<file path="config.mk">
export PLATFORM = sky130hd
export DESIGN_NAME = serial_paralelo_rx_sync
export DESIGN_NICKNAME = d
export VERILOG_FILES = /design/src/rtl/serial_paralelo_rx_sync.sv
export SDC_FILE = /design/constraint.sdc
export NUM_CORES = 1
export LEC_CHECK = 0
export ABC_AREA = 0
export BUFFER_PORTS_ARGS = -buffer_cell sky130_fd_sc_hd__buf_2
export CAP_MARGIN = 10
export CORE_UTILIZATION = 64
export CTS_BUF_LIST = sky130_fd_sc_hd__clkbuf_8
export CTS_CLUSTER_DIAMETER = 80
export DETAILED_ROUTE_END_ITERATION = 6
export GPL_ROUTABILITY_DRIVEN = 0
export PLACE_DENSITY = 0.86
export SETUP_SLACK_MARGIN = 0.05
export SKIP_LAST_GASP = 1
export SLEW_MARGIN = 20
export SYNTH_ARGS = -nofsm -noshare
export SYNTH_HDL_FRONTEND = slang
export SYNTH_SLANG_ARGS = --single-unit
</file>
<file path="constraint.sdc">
create_clock -name clk_32f -period 4.4 [get_ports clk_32f]
set_input_delay 0.44 -clock clk_32f [delete_from_list [all_inputs] [get_ports clk_32f]]
set_output_delay 0.44 -clock clk_32f [all_outputs]
set_load 0.1 [all_outputs]
</file>
<file path="src/rtl/serial_paralelo_rx_sync.sv">
// Serial-to-parallel receiver for the bit-clock domain.
// Finds the comma boundary, tracks lock and drops it on repeated slips.
module serial_paralelo_rx_sync #(
  parameter int              WIDTH      = 8,
  parameter logic [WIDTH-1:0] COMMA     = 8'hBC,
  parameter int              LOCK_COUNT = 4,
  parameter int              SLIP_LIMIT = 3
) (
  input  logic             clk_32f,
  input  logic             reset_L,
  input  logic             data_in,
  output logic [WIDTH-1:0] sp_out,
  output logic             word_stb,
  output logic             valid_out_sp,
  output logic             active,
  output logic             sync_lost
);

  localparam int BW = $clog2(WIDTH);
  localparam int CW = $clog2(LOCK_COUNT + 1);
  localparam int SW = $clog2(SLIP_LIMIT + 1);

  localparam logic [BW-1:0] LAST   = BW'(WIDTH - 1);
  localparam logic [CW-1:0] LOCK_N = CW'(LOCK_COUNT);
  localparam logic [SW-1:0] SLIP_N = SW'(SLIP_LIMIT);

  typedef enum logic [1:0] {
    SEARCH,
    SYNC,
    ACTIVE
  } state_t;

  state_t          state;
  logic [WIDTH-2:0] sr;
  logic [BW-1:0]   bit_cnt;
  logic [CW-1:0]   comma_cnt;
  logic [SW-1:0]   slip_cnt;

  logic [WIDTH-1:0] sr_next;
  logic             hit;
  logic             boundary;
  logic [CW-1:0]    comma_nx;
  logic [SW-1:0]    slip_nx;

  always_comb begin
    sr_next  = {sr, data_in};
    hit      = (sr_next == COMMA);
    boundary = (state != SEARCH) &&
               (bit_cnt == LAST);
    comma_nx = (comma_cnt == LOCK_N) ?
               comma_cnt :
               comma_cnt + CW'(1);
    slip_nx  = (slip_cnt == SLIP_N) ?
               slip_cnt :
               slip_cnt + SW'(1);
  end

  always_ff @(posedge clk_32f or negedge reset_L) begin
    if (!reset_L) begin
      state        <= SEARCH;
      sr           <= '0;
      bit_cnt      <= '0;
      comma_cnt    <= '0;
      slip_cnt     <= '0;
      sp_out       <= '0;
      word_stb     <= 1'b0;
      valid_out_sp <= 1'b0;
      active       <= 1'b0;
      sync_lost    <= 1'b0;
    end else begin
      sr           <= sr_next[WIDTH-2:0];
      word_stb     <= 1'b0;
      valid_out_sp <= 1'b0;
      sync_lost    <= 1'b0;
      bit_cnt      <= (bit_cnt == LAST) ?
                      '0 : bit_cnt + BW'(1);
      unique case (state)
        SEARCH: begin
          if (hit) begin
            bit_cnt   <= '0;
            comma_cnt <= CW'(1);
            slip_cnt  <= '0;
            sp_out    <= COMMA;
            word_stb  <= 1'b1;
            state     <= (LOCK_COUNT == 1) ?
                         ACTIVE : SYNC;
            active    <= (LOCK_COUNT == 1);
          end
        end
        SYNC, ACTIVE: begin
          if (boundary) begin
            sp_out       <= sr_next;
            word_stb     <= 1'b1;
            valid_out_sp <= (state == ACTIVE) && !hit;
            if (state == SYNC) begin
              if (hit) begin
                comma_cnt <= comma_nx;
                if (comma_nx == LOCK_N) begin
                  state  <= ACTIVE;
                  active <= 1'b1;
                end
              end else begin
                state     <= SEARCH;
                active    <= 1'b0;
                sync_lost <= 1'b1;
                comma_cnt <= '0;
                slip_cnt  <= '0;
              end
            end else if (hit) begin
              slip_cnt <= '0;
            end
          end else if (hit) begin
            // comma seen off the word boundary
            slip_cnt <= slip_nx;
            if (slip_nx == SLIP_N) begin
              state     <= SEARCH;
              active    <= 1'b0;
              sync_lost <= 1'b1;
              comma_cnt <= '0;
              slip_cnt  <= '0;
            end
          end
        end
        default: begin
          state  <= SEARCH;
          active <= 1'b0;
        end
      endcase
    end
  end

endmodule

</file>
* Word level (Yosys, flattened, before mapping)
Index checks and enable logic that the tools add are counted.
** Storage, ports and cells
- Register bits :: 29
- Word-level logic and storage cells :: 88
** Cells by class
- Add/subtract/negate cells :: 3
- Equal/unequal tests :: 15
- Multiplexer cells :: 49
- Reduce and logical (&&, ||, !) cells :: 11
** Operators with widths (count)
- $mux W3 :: 10
- $mux W2 :: 14
- $mux W1 :: 17
- $mux W8 :: 2
- $pmux W8 S2 :: 1
- $reduce_and A5 Y1 :: 2
- $eq A3 B3 Y1 const B :: 3
- $ne A3 B3 Y1 const B :: 3
- $eq A8 B8 Y1 const B :: 1
- $ne A4 B4 Y1 const B :: 2
- $pmux W2 S2 :: 2
- $add A3 B1 Y3 const B :: 2
- $eq A2 B2 Y1 const B :: 3
- $pmux W3 S2 :: 1
- $reduce_and A3 Y1 :: 2
- $ne A2 B2 Y1 const B :: 2
- $pmux W1 S2 :: 2
- $reduce_bool A2 Y1 :: 2
- $add A2 B1 Y2 const B :: 1
- $eq A2 B1 Y1 const B :: 1
- $logic_and A1 B1 Y1 :: 2
- $logic_not A2 Y1 :: 1
- $reduce_or A2 Y1 :: 1
- $logic_not A1 Y1 :: 1

* Longest topological paths before layout
Gate-level depths: netlist of run 1.
- Depth after elaboration :: 8
- Depth in mapped cells :: 7
- Mapped depth without buffers :: 6

* Worst setup path before layout of run 1
Ideal clock, no wire load.
- Path kind :: flip-flop to flip-flop
- Start point :: reg comma_cnt[0]
- End point :: reg state[1]
- Library setup time :: 0.124 ns
- Arrival time :: 1.816 ns
- Data required time :: 4.276 ns
- Path slack :: 2.460 ns
- Stages on the path, launching flop included :: 7
- Clock period less this slack :: 1.940 ns
- Path through :: dfrtp_1 > inv_1 > ha_1 > or3b_1 > a311o_1 > and3_1 > a211o_1
** On the way
- Longest elaborated chain between the ends :: 5
- Elaborated cells on any way between the ends :: 6
** Ends and longest elaborated chain
- start, declared :: line 36 : logic [CW-1:0] comma_cnt;
- start signal, assigned :: line 97 : comma_cnt <= comma_nx;
- $add A3 B1 Y3 or $eq A3 B3 Y1 (tied branches) :: line 52, 50
- $mux W3 (*) :: line 50 : comma_nx = (comma_cnt == LOCK_N) ?
- $eq A3 B3 Y1 (*) :: line 98 : if (comma_nx == LOCK_N) begin
- $ne A4 B4 Y1 (no line) (*)
- $reduce_and A5 Y1 (no line) (*)
- end signal, assigned :: line 85 : state <= (LOCK_COUNT == 1) ?
- end, declared :: line 33 : state_t state;
Mark *: on every way between the ends. The rest lies on a longest branch, timed or not.
A chain may end at the register's enable or synchronous reset.

* Final worst setup path of run 1
- Start point :: reg state[0]
- End point :: reg state[1]
** On the way
- Longest elaborated chain between the ends :: 4
- Elaborated cells on any way between the ends :: 14
** Ends and longest elaborated chain
- $eq A2 B2 Y1, or another cell as far along :: line 77 : unique case (state)
- $reduce_or A2 Y1 or $logic_and A1 B1 Y1 (tied branches) :: line 77, 48
- $ne A4 B4 Y1 (no line), or another cell as far along
- $reduce_and A5 Y1 (no line) or $pmux W2 S2 (tied branches)
Parallel ways exist; a longest one is shown, timed or not.

==> results of run 1 <==
through the flow:
step	power, mW	instance area, sq um	hold slack [ps]	utilization	instances
floorplan	0.4702	1415	144.4	-	133
CTS	0.7169	1579	193.1	0.7809	178
global route	0.7438	1579	221.3	0.7809	178
detailed placement	0.5132	1496	387.8	0.7401	170
finish	0.7118	1579	167.7	0.7809	178
global placement	0.5014	1496	388.4	0.7401	170
path summary, 6_finish.rpt:
path / slack (ps) / depth (start not counted) / endpoint
worst max-delay path: 1810 / 6 / state[1]$_DFFE_PN0P_
min in group clk_32f: 300 / 1 / sr[0]$_DFF_PN0_
worst min-delay path: 170 / 1 / state[0]$_DFFE_PN0P_
max in group asynchronous: 3830 / 1 / sr[5]$_DFF_PN0_
worst min register to register: 410 / 0 / sr[1]$_DFF_PN0_
worst max register to register: 1810 / 6 / state[1]$_DFFE_PN0P_
per-layer routing:
| layer | track usage | up-vias |
|---|---|---|
| met5 | 0 | - |
| met4 | 0.1029 | 0 |
| met3 | 0.09346 | 7 |
| met2 | 0.4421 | 29 |
| met1 | 0.3193 | 511 |
| li1 | - | 504 |
synth_stat cells, types with 2 or more instances:
library cell and count:
dfrtp_1 29, inv_1 18, ha_1 9, nand2_1 8, nand3_1 7, nor2_1 7
a31oi_1 6, o21ai_0 4, clkbuf_1 3, nand3b_1 3, a21oi_1 2, a32o_1 2
and2_1 2, and3_1 2, nor2b_1 2, nor3b_1 2, nor4_1 2, o211ai_1 2
area by class of cell:
class | instances | area (sq um)
Clock inverter | 3 | 13.76
Fill cell | 139 | 442.9
Timing Repair Buffer | 14 | 70.07
Clock buffer | 5 | 68.82
Sequential cell | 29 | 725.7
Inverter | 18 | 67.56
Multi-Input combinational cell | 82 | 599.3
Tap cell | 27 | 33.78
worst max-delay path: stages (launching register included):
cell and delay [ps]:
dfrtp_1 430, inv_1 100, ha_1 320, nor2b_1 740
o211ai_1 350, and4b_1 310, a211o_1 220
cell families after synthesis:
| group | Yosys count | synth area share |
|---|---|---|
| and+or+nand+nor | 43 | 0.1742 |
| adders and majority gates | 9 | 0.07958 |
| buffers and inverters | 22 | 0.06366 |
| DFF | 29 | 0.5128 |
| xor gates and xnor gates | 1 | 0.006190 |
| AOI/OAI and AO/OA | 29 | 0.1636 |
flip-flops by register name (all words and copies together), names as in the netlist:
name and count:
active 1, bit_cnt 3, comma_cnt 3, slip_cnt 2, sp_out 8, sr 7
state 2, sync_lost 1, valid_out_sp 1, word_stb 1
report_power, final:
part | internal [mW] | leakage (nW) | switching, mW
registers | 0.297 | 0.361 | 0.0179
logic | 0.0497 | 0.321 | 0.142
clock network | 0.107 | 0.0491 | 0.0979
total | 0.454 | 0.730 | 0.258
==> flow_metrics.env, run 1 <==
export IMPL_ios=15
export IMPL_grt_pass1_wl_um=4643
export IMPL_root_buffer="clkbuf_8"
export IMPL_maxCapViolations=0
export IMPL_start_kind="flop"
export IMPL_ir_drop_uv=373.8
export IMPL_slew_headroom=0.4006
export IMPL_synth_top_area_share=0.5128
export IMPL_fin_crit_sh=0.5890
export IMPL_vias=1051
export IMPL_yosysSeqAreaShare=0.5128
export IMPL_syn_avg_cell_area_sq_um=10.64
export IMPL_clock_path_buffers=2
export IMPL_post_cts_resized=0
export IMPL_place_ws_ps=1881
export IMPL_post_cts_setup_buffers=0
export IMPL_power_leakage_nw=0.7305
export IMPL_postLayoutSetupSlackWorst_ps=1808
export IMPL_totalWireLength_um=2760
export IMPL_skew_ps=6.270
export IMPL_timing_rr_start="state[0]$_DFFE_PN0P_"
export IMPL_ant_nets=0
export IMPL_hold_buffers=0
export IMPL_arrival_ps=2760
export IMPL_path_max_fanout=13
export IMPL_core_area_sq_mm=0.002022
export IMPL_synth_edff_count=0
export IMPL_synthCells=133
export IMPL_grt_max_degree=30
export IMPL_rsz0062_at_grt="no"
export IMPL_end_kind="flop"
export IMPL_drt_iter0_drc=26
export IMPL_grt_pass1_vias=1031
export IMPL_h_tree_depth=2
export IMPL_synth_seq_cells=29
export IMPL_clock_latency_ps=280
export IMPL_synthFlopType="dfrtp_1"
export IMPL_timing_fmax_mhz=385.8
export IMPL_layout_commonest_cell="dfrtp_1"
export IMPL_die_x_um=49.02
export IMPL_die_h_um=49.02
export IMPL_yosysWarnings=0
export IMPL_viasPerCell=5.904
export IMPL_yosysUniqueCellTypes=41
export IMPL_initial_core_util=0.6999
export IMPL_wl_met3_um=100
export IMPL_worst_slew_pin_slew_ps=897.3
export IMPL_dieArea_sq_mm=0.002403
export IMPL_area_delta_synth_final_pct=11.58
export IMPL_wl_per_cell_um=15.51
export IMPL_synth_cell_area_sq_mm=0.001415
export IMPL_fin_crit_ps=2592
export IMPL_slew_violations=0
export IMPL_drcViolationCount=0
export IMPL_synth_fp_nets=145
export IMPL_wl_met2_um=1397
export IMPL_synthArstFlopShare=1.000
export IMPL_hold_viol_final=0
export IMPL_wl_met1_um=1198
export IMPL_synth_area_leader_cell="dfrtp_1"
export IMPL_overflow=0
export IMPL_portBuffers=14
export IMPL_cts_tree="done"
export IMPL_final_cell_mix="dfrtp_1 (29), inv_1 (19), buf_2 (14)"
export IMPL_clk_pin_slew_ps=60
export IMPL_critPathKind="reg2reg"
export IMPL_diodes=0
export IMPL_dr_pass1_iters=4
export IMPL_hold_class="in2async"
export IMPL_cts_buffers=5
export IMPL_setup_tns_ps=0
export IMPL_hpwl_um=1956
export IMPL_netlist_top_cells_area="dfrtp_1 (51%), ha_1 (8.0%), inv_1 (4.8%)"
export IMPL_rows=16
export IMPL_power_density_mw_per_mm2=450.8
export IMPL_fin_nets=162
export IMPL_routed_top_layer="met4"
export IMPL_setup_violations=0
export IMPL_antenna_found_initial=0
export IMPL_status="finished, final reports clean"
export IMPL_critPathLaunch="state[0]$_DFFE_PN0P_"
export IMPL_critical_path_required_ps=4570
export IMPL_grt_usage=0.2671
export IMPL_final_layout_size_suffix_gt1_frac=0.1788
export IMPL_cts_sinks=29
(Power assumes the default switching activity.)
==> inputs of run 2 (changes only) <==
Settings changed: CORE_ASPECT_RATIO set to 1.75, CORE_UTILIZATION 64 to 54, PLACE_DENSITY 0.86 to 0.77.
Clock period 4.4 ns to 2.17 ns, I/O delays scaled along.
==> run 2 against run 1 <==
Worst setup slack lost 1700 ps. Count of clock-buffer cells in the layout stayed put. Via count up 1.3%. Core utilization is 12 points lower. Largest power group unchanged.
==> flow_metrics.env, run 2 (synthesized netlist as in run 1, its figures left out) <==
export IMPL_end_kind="flop"
export IMPL_clock_latency_ps=290
export IMPL_largest_reg_flops=8
export IMPL_layout_commonest_cell="dfrtp_1"
export IMPL_die_x_um=40.70
export IMPL_start_kind="flop"
export IMPL_multi_input_area_sq_um=614.3
export IMPL_path_delay_family="compound AO/OA/AOI/OAI gates"
export IMPL_ios=15
export IMPL_timing_fmax_mhz=495.9
export IMPL_ir_drop_uv=671.1
export IMPL_grt_max_degree=30
export IMPL_drcViolationCount=0
export IMPL_status="finished, final reports clean"
export IMPL_cp_slowest_cell="dfrtp_1"
export IMPL_fin_crit_ps=2016
export IMPL_core_area_sq_mm=0.002492
export IMPL_final_cell_mix="dfrtp_1 (29), inv_1 (21), buf_2 (14)"
export IMPL_post_cts_setup_buffers=0
export IMPL_area_delta_synth_final_pct=15.74
export IMPL_power_leakage_nw=0.7635
export IMPL_worst_slew_pin_slew_ps=625.3
export IMPL_hpwl_um=2101
export IMPL_maxCapViolations=0
export IMPL_hold_viol_final=0
export IMPL_grt_pass1_vias=1109
export IMPL_critPathMaxStageDelay_ps=390
export IMPL_dr_pass1_iters=4
export IMPL_rsz0062_at_grt="no"
export IMPL_vias=1065
export IMPL_totalWireLength_um=2921
export IMPL_path_cells="inv_1 -> ha_2 -> or3b_1 -> a311o_1 -> and3_1 -> a211o_1"
export IMPL_cts_tree="done"
export IMPL_initial_core_util=0.5678
export IMPL_crit_buf_inv=1
export IMPL_final_core_util=0.6571
export IMPL_viasPerCell=5.820
export IMPL_drt_iter0_drc=28
export IMPL_setup_violations=0
export IMPL_diodes=0
export IMPL_setup_tns_ps=0
export IMPL_fill_cells=214
export IMPL_slew_headroom=0.5831
export IMPL_rows=24
export IMPL_fin_nets=168
export IMPL_dieArea_sq_mm=0.002837
export IMPL_regArea_sq_um=725.7
export IMPL_cts_buffers=5
export IMPL_slew_violations=0
export IMPL_overflow=0
export IMPL_antenna_found_initial=0
export IMPL_clock_path_buffers=2
export IMPL_cts_sinks=29
export IMPL_critPathKind="reg2reg"
export IMPL_grt_usage=0.2482
export IMPL_wl_per_cell_um=15.96
export IMPL_power_density_mw_per_mm2=890.9
export IMPL_path_max_fanout=5
export IMPL_skew_ps=7.576
export IMPL_ant_nets=0
export IMPL_grt_pass1_wl_um=4740
export IMPL_critical_path_required_ps=2340
export IMPL_regMostFlops="sp_out"
export IMPL_fin_crit_sh=0.9292
export IMPL_arrival_ps=2190
export IMPL_root_buffer="clkbuf_8"
export IMPL_portBuffers=14
export IMPL_clk_pin_slew_ps=60
export IMPL_reg_largest_list="sp_out (8), sr (7)"
export IMPL_die_h_um=69.72
export IMPL_h_tree_depth=2
export IMPL_final_layout_size_suffix_gt1_frac=0.2038
export IMPL_hold_class="in2reg"
==> run 2: changes by cell type in the layout (fill, tap and decap cells not counted), sizes merged <==
cell / before / now
buf: 14 / 19
clkinv: 2 / 0
inv: 19 / 21
dlygate4sd3: 0 / 1
==> run 2: cell type report <==
class,count,share of cell area
Inverter,18,0.04125
Clock inverter,3,0.006875
Timing Repair Buffer,20,0.07181
Tap cell,26,0.01986
Multi-Input combinational cell,82,0.3751
Sequential cell,29,0.4431
Clock buffer,5,0.04202
==> run 2: what timing repair did <==
item                                    CTS  global route
hold buffers                              1             0
gates resized for setup                   0             3
hold endpoints to repair                 29             0
endpoints found under the setup margin    0             5
==> run 2: per-layer routing <==
layer  share of wire  wire (um)  track usage  vias to the layer above
met4           0.023         68       0.1185                        0
met1            0.40       1161       0.2616                      529
met2            0.55       1607       0.4092                       17
met3           0.028         83      0.08013                        6
li1                -          -            -                      513
met5               0          0            0                        -
==> run 2: worst register-to-register path: stages, from the launching register on <==
cell and delay, ps:
dfrtp_1 390, inv_1 110, ha_2 220, or3b_1 380, a311o_1 360, and3_1 180
a211o_1 260
==> run 2: final timing paths <==
path	from	endpoint	slack, ps	cells past startpoint
worst max register to register	comma_cnt[0]$_DFFE_PN0P_	state[1]$_DFFE_PN0P_	150	6
worst min register to register	sr[3]$_DFF_PN0_	sr[4]$_DFF_PN0_	410	0
worst min-delay path	data_in	sr[0]$_DFF_PN0_	70	1
max in group asynchronous	reset_L	sp_out[7]$_DFFE_PN0P_	1270	2
min in group asynchronous	reset_L	comma_cnt[1]$_DFFE_PN0P_	480	2
worst max-delay path	comma_cnt[0]$_DFFE_PN0P_	state[1]$_DFFE_PN0P_	150	6
==> run 2: per-stage QoR <==
step	cells	setup WS (ps)	area [sq um]	hold WS (ps)	power [mW]
2_1_floorplan	133	230.0	1415	-78.59	0.9534
3_3_place_gp	174	185.5	1533	257.0	1.023
3_5_place_dp	174	83.15	1533	271.2	1.045
4_1_cts	183	64.13	1623	73.63	1.459
5_1_grt	183	43.13	1638	82.56	1.526
6_report	183	153.6	1638	74.19	1.459
==> run 2: power by group <==
group | switching (mW) | internal [mW] | leakage (nW) | total (mW)
Combinational | 0.291 | 0.117 | 0.351 | 0.408
Sequential | 0.0390 | 0.603 | 0.361 | 0.642
Clock | 0.197 | 0.213 | 0.0519 | 0.409
Total | 0.526 | 0.933 | 0.763 | 1.46
==> inputs of run 3 (changes only) <==
Settings changed: BUFFER_PORTS_ARGS -buffer_cell sky130_fd_sc_hd__buf_2 to unset, CORE_UTILIZATION 54 to 58, DONT_BUFFER_PORTS set to 1, PLACE_DENSITY 0.77 to 0.76.
==> run 3 against run 2 <==
Routed wire length increased by 1.5%. Final cell count fell by 1.1%. Sequential share of layout area shrank 1.2 points. Sequential cell count stayed put. Highest routed layer unchanged.
==> flow_metrics.env, run 3 (synthesized netlist as in run 1, its figures left out) <==
export IMPL_p_clk_frac=0.291
export IMPL_critPathKind="reg2reg"
export IMPL_arrival_ps=2300
export IMPL_critical_path_required_ps=2370
export IMPL_vias=1058
export IMPL_wl_per_cell_um=16.39
export IMPL_end_kind="flop"
export IMPL_core_area_sq_mm=0.002302
export IMPL_start_kind="flop"
export IMPL_regMostFlops="sp_out"
export IMPL_rsz0062_at_grt="yes"
export IMPL_internal_power_uw=980.1
export IMPL_clock_path_buffers=2
export IMPL_place_area_sq_mm=0.001536
export IMPL_hold_class="in2reg"
export IMPL_h_tree_depth=2
export IMPL_diodes=0
export IMPL_slew_headroom=0.6543
export IMPL_switching_power_uw=521.7
export IMPL_final_layout_size_suffix_gt1_frac=0.2051
export IMPL_cts_tree="done"
export IMPL_drt_iter0_drc=37
export IMPL_cp_slowest_cell="o211ai_1"
export IMPL_ir_drop_uv=643.3
export IMPL_fin_crit_sh=0.9671
export IMPL_crit_top_cell="ha_1"
export IMPL_die_x_um=39.34
export IMPL_power_leakage_nw=0.7677
export IMPL_worst_slew_pin_slew_ps=516.9
export IMPL_maxCapViolations=0
export IMPL_hold_ws_ps=100.8
export IMPL_grt_max_degree=30
export IMPL_instances_no_fill=181
export IMPL_viasPerCell=5.845
export IMPL_switching_share=0.3474
export IMPL_grt_pass1_vias=1136
export IMPL_fin_crit_ps=2099
export IMPL_clk_pin_slew_ps=60
export IMPL_drcViolationCount=0
export IMPL_root_buffer="clkbuf_8"
export IMPL_path_max_fanout=7
export IMPL_cts_sinks=29
export IMPL_dr_pass1_iters=4
export IMPL_antenna_found_initial=0
export IMPL_path_cells="ha_1 -> ha_1 -> nor2b_1 -> o211ai_1 -> buf_4 -> a41oi_1 -> a31oi_1"
export IMPL_overflow=0
export IMPL_final_cell_mix="dfrtp_1 (29), inv_1 (19), buf_4 (17)"
export IMPL_final_core_util=0.7310
export IMPL_place_inst=169
export IMPL_r2r_slack_ps=70
export IMPL_setup_violations=0
export IMPL_rows=23
export IMPL_slew_violations=0
export IMPL_hpwl_um=2014
export IMPL_hold_viol_final=0
export IMPL_reg_largest_list="sp_out (8), sr (7)"
export IMPL_path_delay_family="compound AO/OA/AOI/OAI gates"
export IMPL_timing_fmax_mhz=476.5
export IMPL_largest_reg_flops=8
export IMPL_design_area_sq_mm=0.001683
export IMPL_critPathMaxStageDelay_ps=450
export IMPL_crit_buf_inv=1
export IMPL_power_frac_comb=0.285
export IMPL_skew_ps=6.216
export IMPL_ant_nets=0
export IMPL_die_h_um=67.34
export IMPL_cts_buffers=5
export IMPL_status="finished, final reports clean"
export IMPL_layout_commonest_cell="dfrtp_1"
export IMPL_pwr_share_seq=0.424
export IMPL_totalWireLength_um=2966
export IMPL_clock_latency_ps=280
export IMPL_portBuffers=0
export IMPL_grt_pass1_wl_um=4899
export IMPL_initial_core_util=0.6147
export IMPL_ios=15
export IMPL_dieArea_sq_mm=0.002649
export IMPL_grt_usage=0.2808
export IMPL_power_density_mw_per_mm2=892.4
export IMPL_fin_nets=168
export IMPL_area_delta_synth_final_pct=18.92
export IMPL_setup_tns_ps=0
[run 3: layer usage]
layer  share of wire  GRT usage
met1            0.38     0.2752
met3           0.026    0.07237
met2            0.57     0.5000
met5               0          0
met4           0.023     0.1595
[run 3: worst paths after layout]
path,startpoint,cells past startpoint,to
setup / recovery,bit_cnt[0]$_DFF_PN0_,7,comma_cnt[2]$_DFFE_PN0P_
hold / removal,data_in,2,sp_out[0]$_DFFE_PN0P_
setup reg to reg,bit_cnt[0]$_DFF_PN0_,7,comma_cnt[2]$_DFFE_PN0P_
hold reg to reg,sr[3]$_DFF_PN0_,0,sr[4]$_DFF_PN0_
max in group asynchronous,reset_L,2,slip_cnt[0]$_DFFE_PN0P_
min in group asynchronous,reset_L,2,comma_cnt[2]$_DFFE_PN0P_
[run 3: worst reg2reg max path: cells and delay by family (launching register included)]
family | cells | cell delay, ps
AOI/OAI and AO/OA | 3 | 790
adders and majority gates | 2 | 470
and+or+nand+nor | 1 | 180
DFF | 1 | 380
buffers and inverters | 1 | 200
[run 3: layout make-up]
cell class | instances | area (sq um)
fill | 164 | 619.3
clock inverter | 1 | 3.754
sequential | 29 | 725.7
timing repair buffer | 20 | 167.7
clock buffer | 6 | 82.58
inverter | 18 | 67.56
multi-input combinational | 82 | 604.3
tap | 25 | 31.28
[run 3: what timing repair did]
action / in CTS / in global routing
hold buffers: 3 / 0
endpoints found under the setup margin: 0 / 7
buffers inserted: 0 / 2
hold endpoints to repair: 30 / 0
gates resized for setup: 0 / 2
[run 3: power groups by stage]
stage	sequential [mW]	clock, mW	combinational (mW)
global route	0.641	0.462	0.460
CTS	0.637	0.439	0.416
global placement	0.642	0	0.379
floorplan	0.797	0	0.157
detailed placement	0.647	0	0.395
finish	0.636	0.437	0.428
[run 3: through the flow]
step	setup slack, ps	total power [mW]
global route	-6.653	1.564
global placement	183.1	1.021
CTS	56.75	1.493
floorplan	230.0	0.9534
detailed placement	74.84	1.042
finish	71.43	1.502
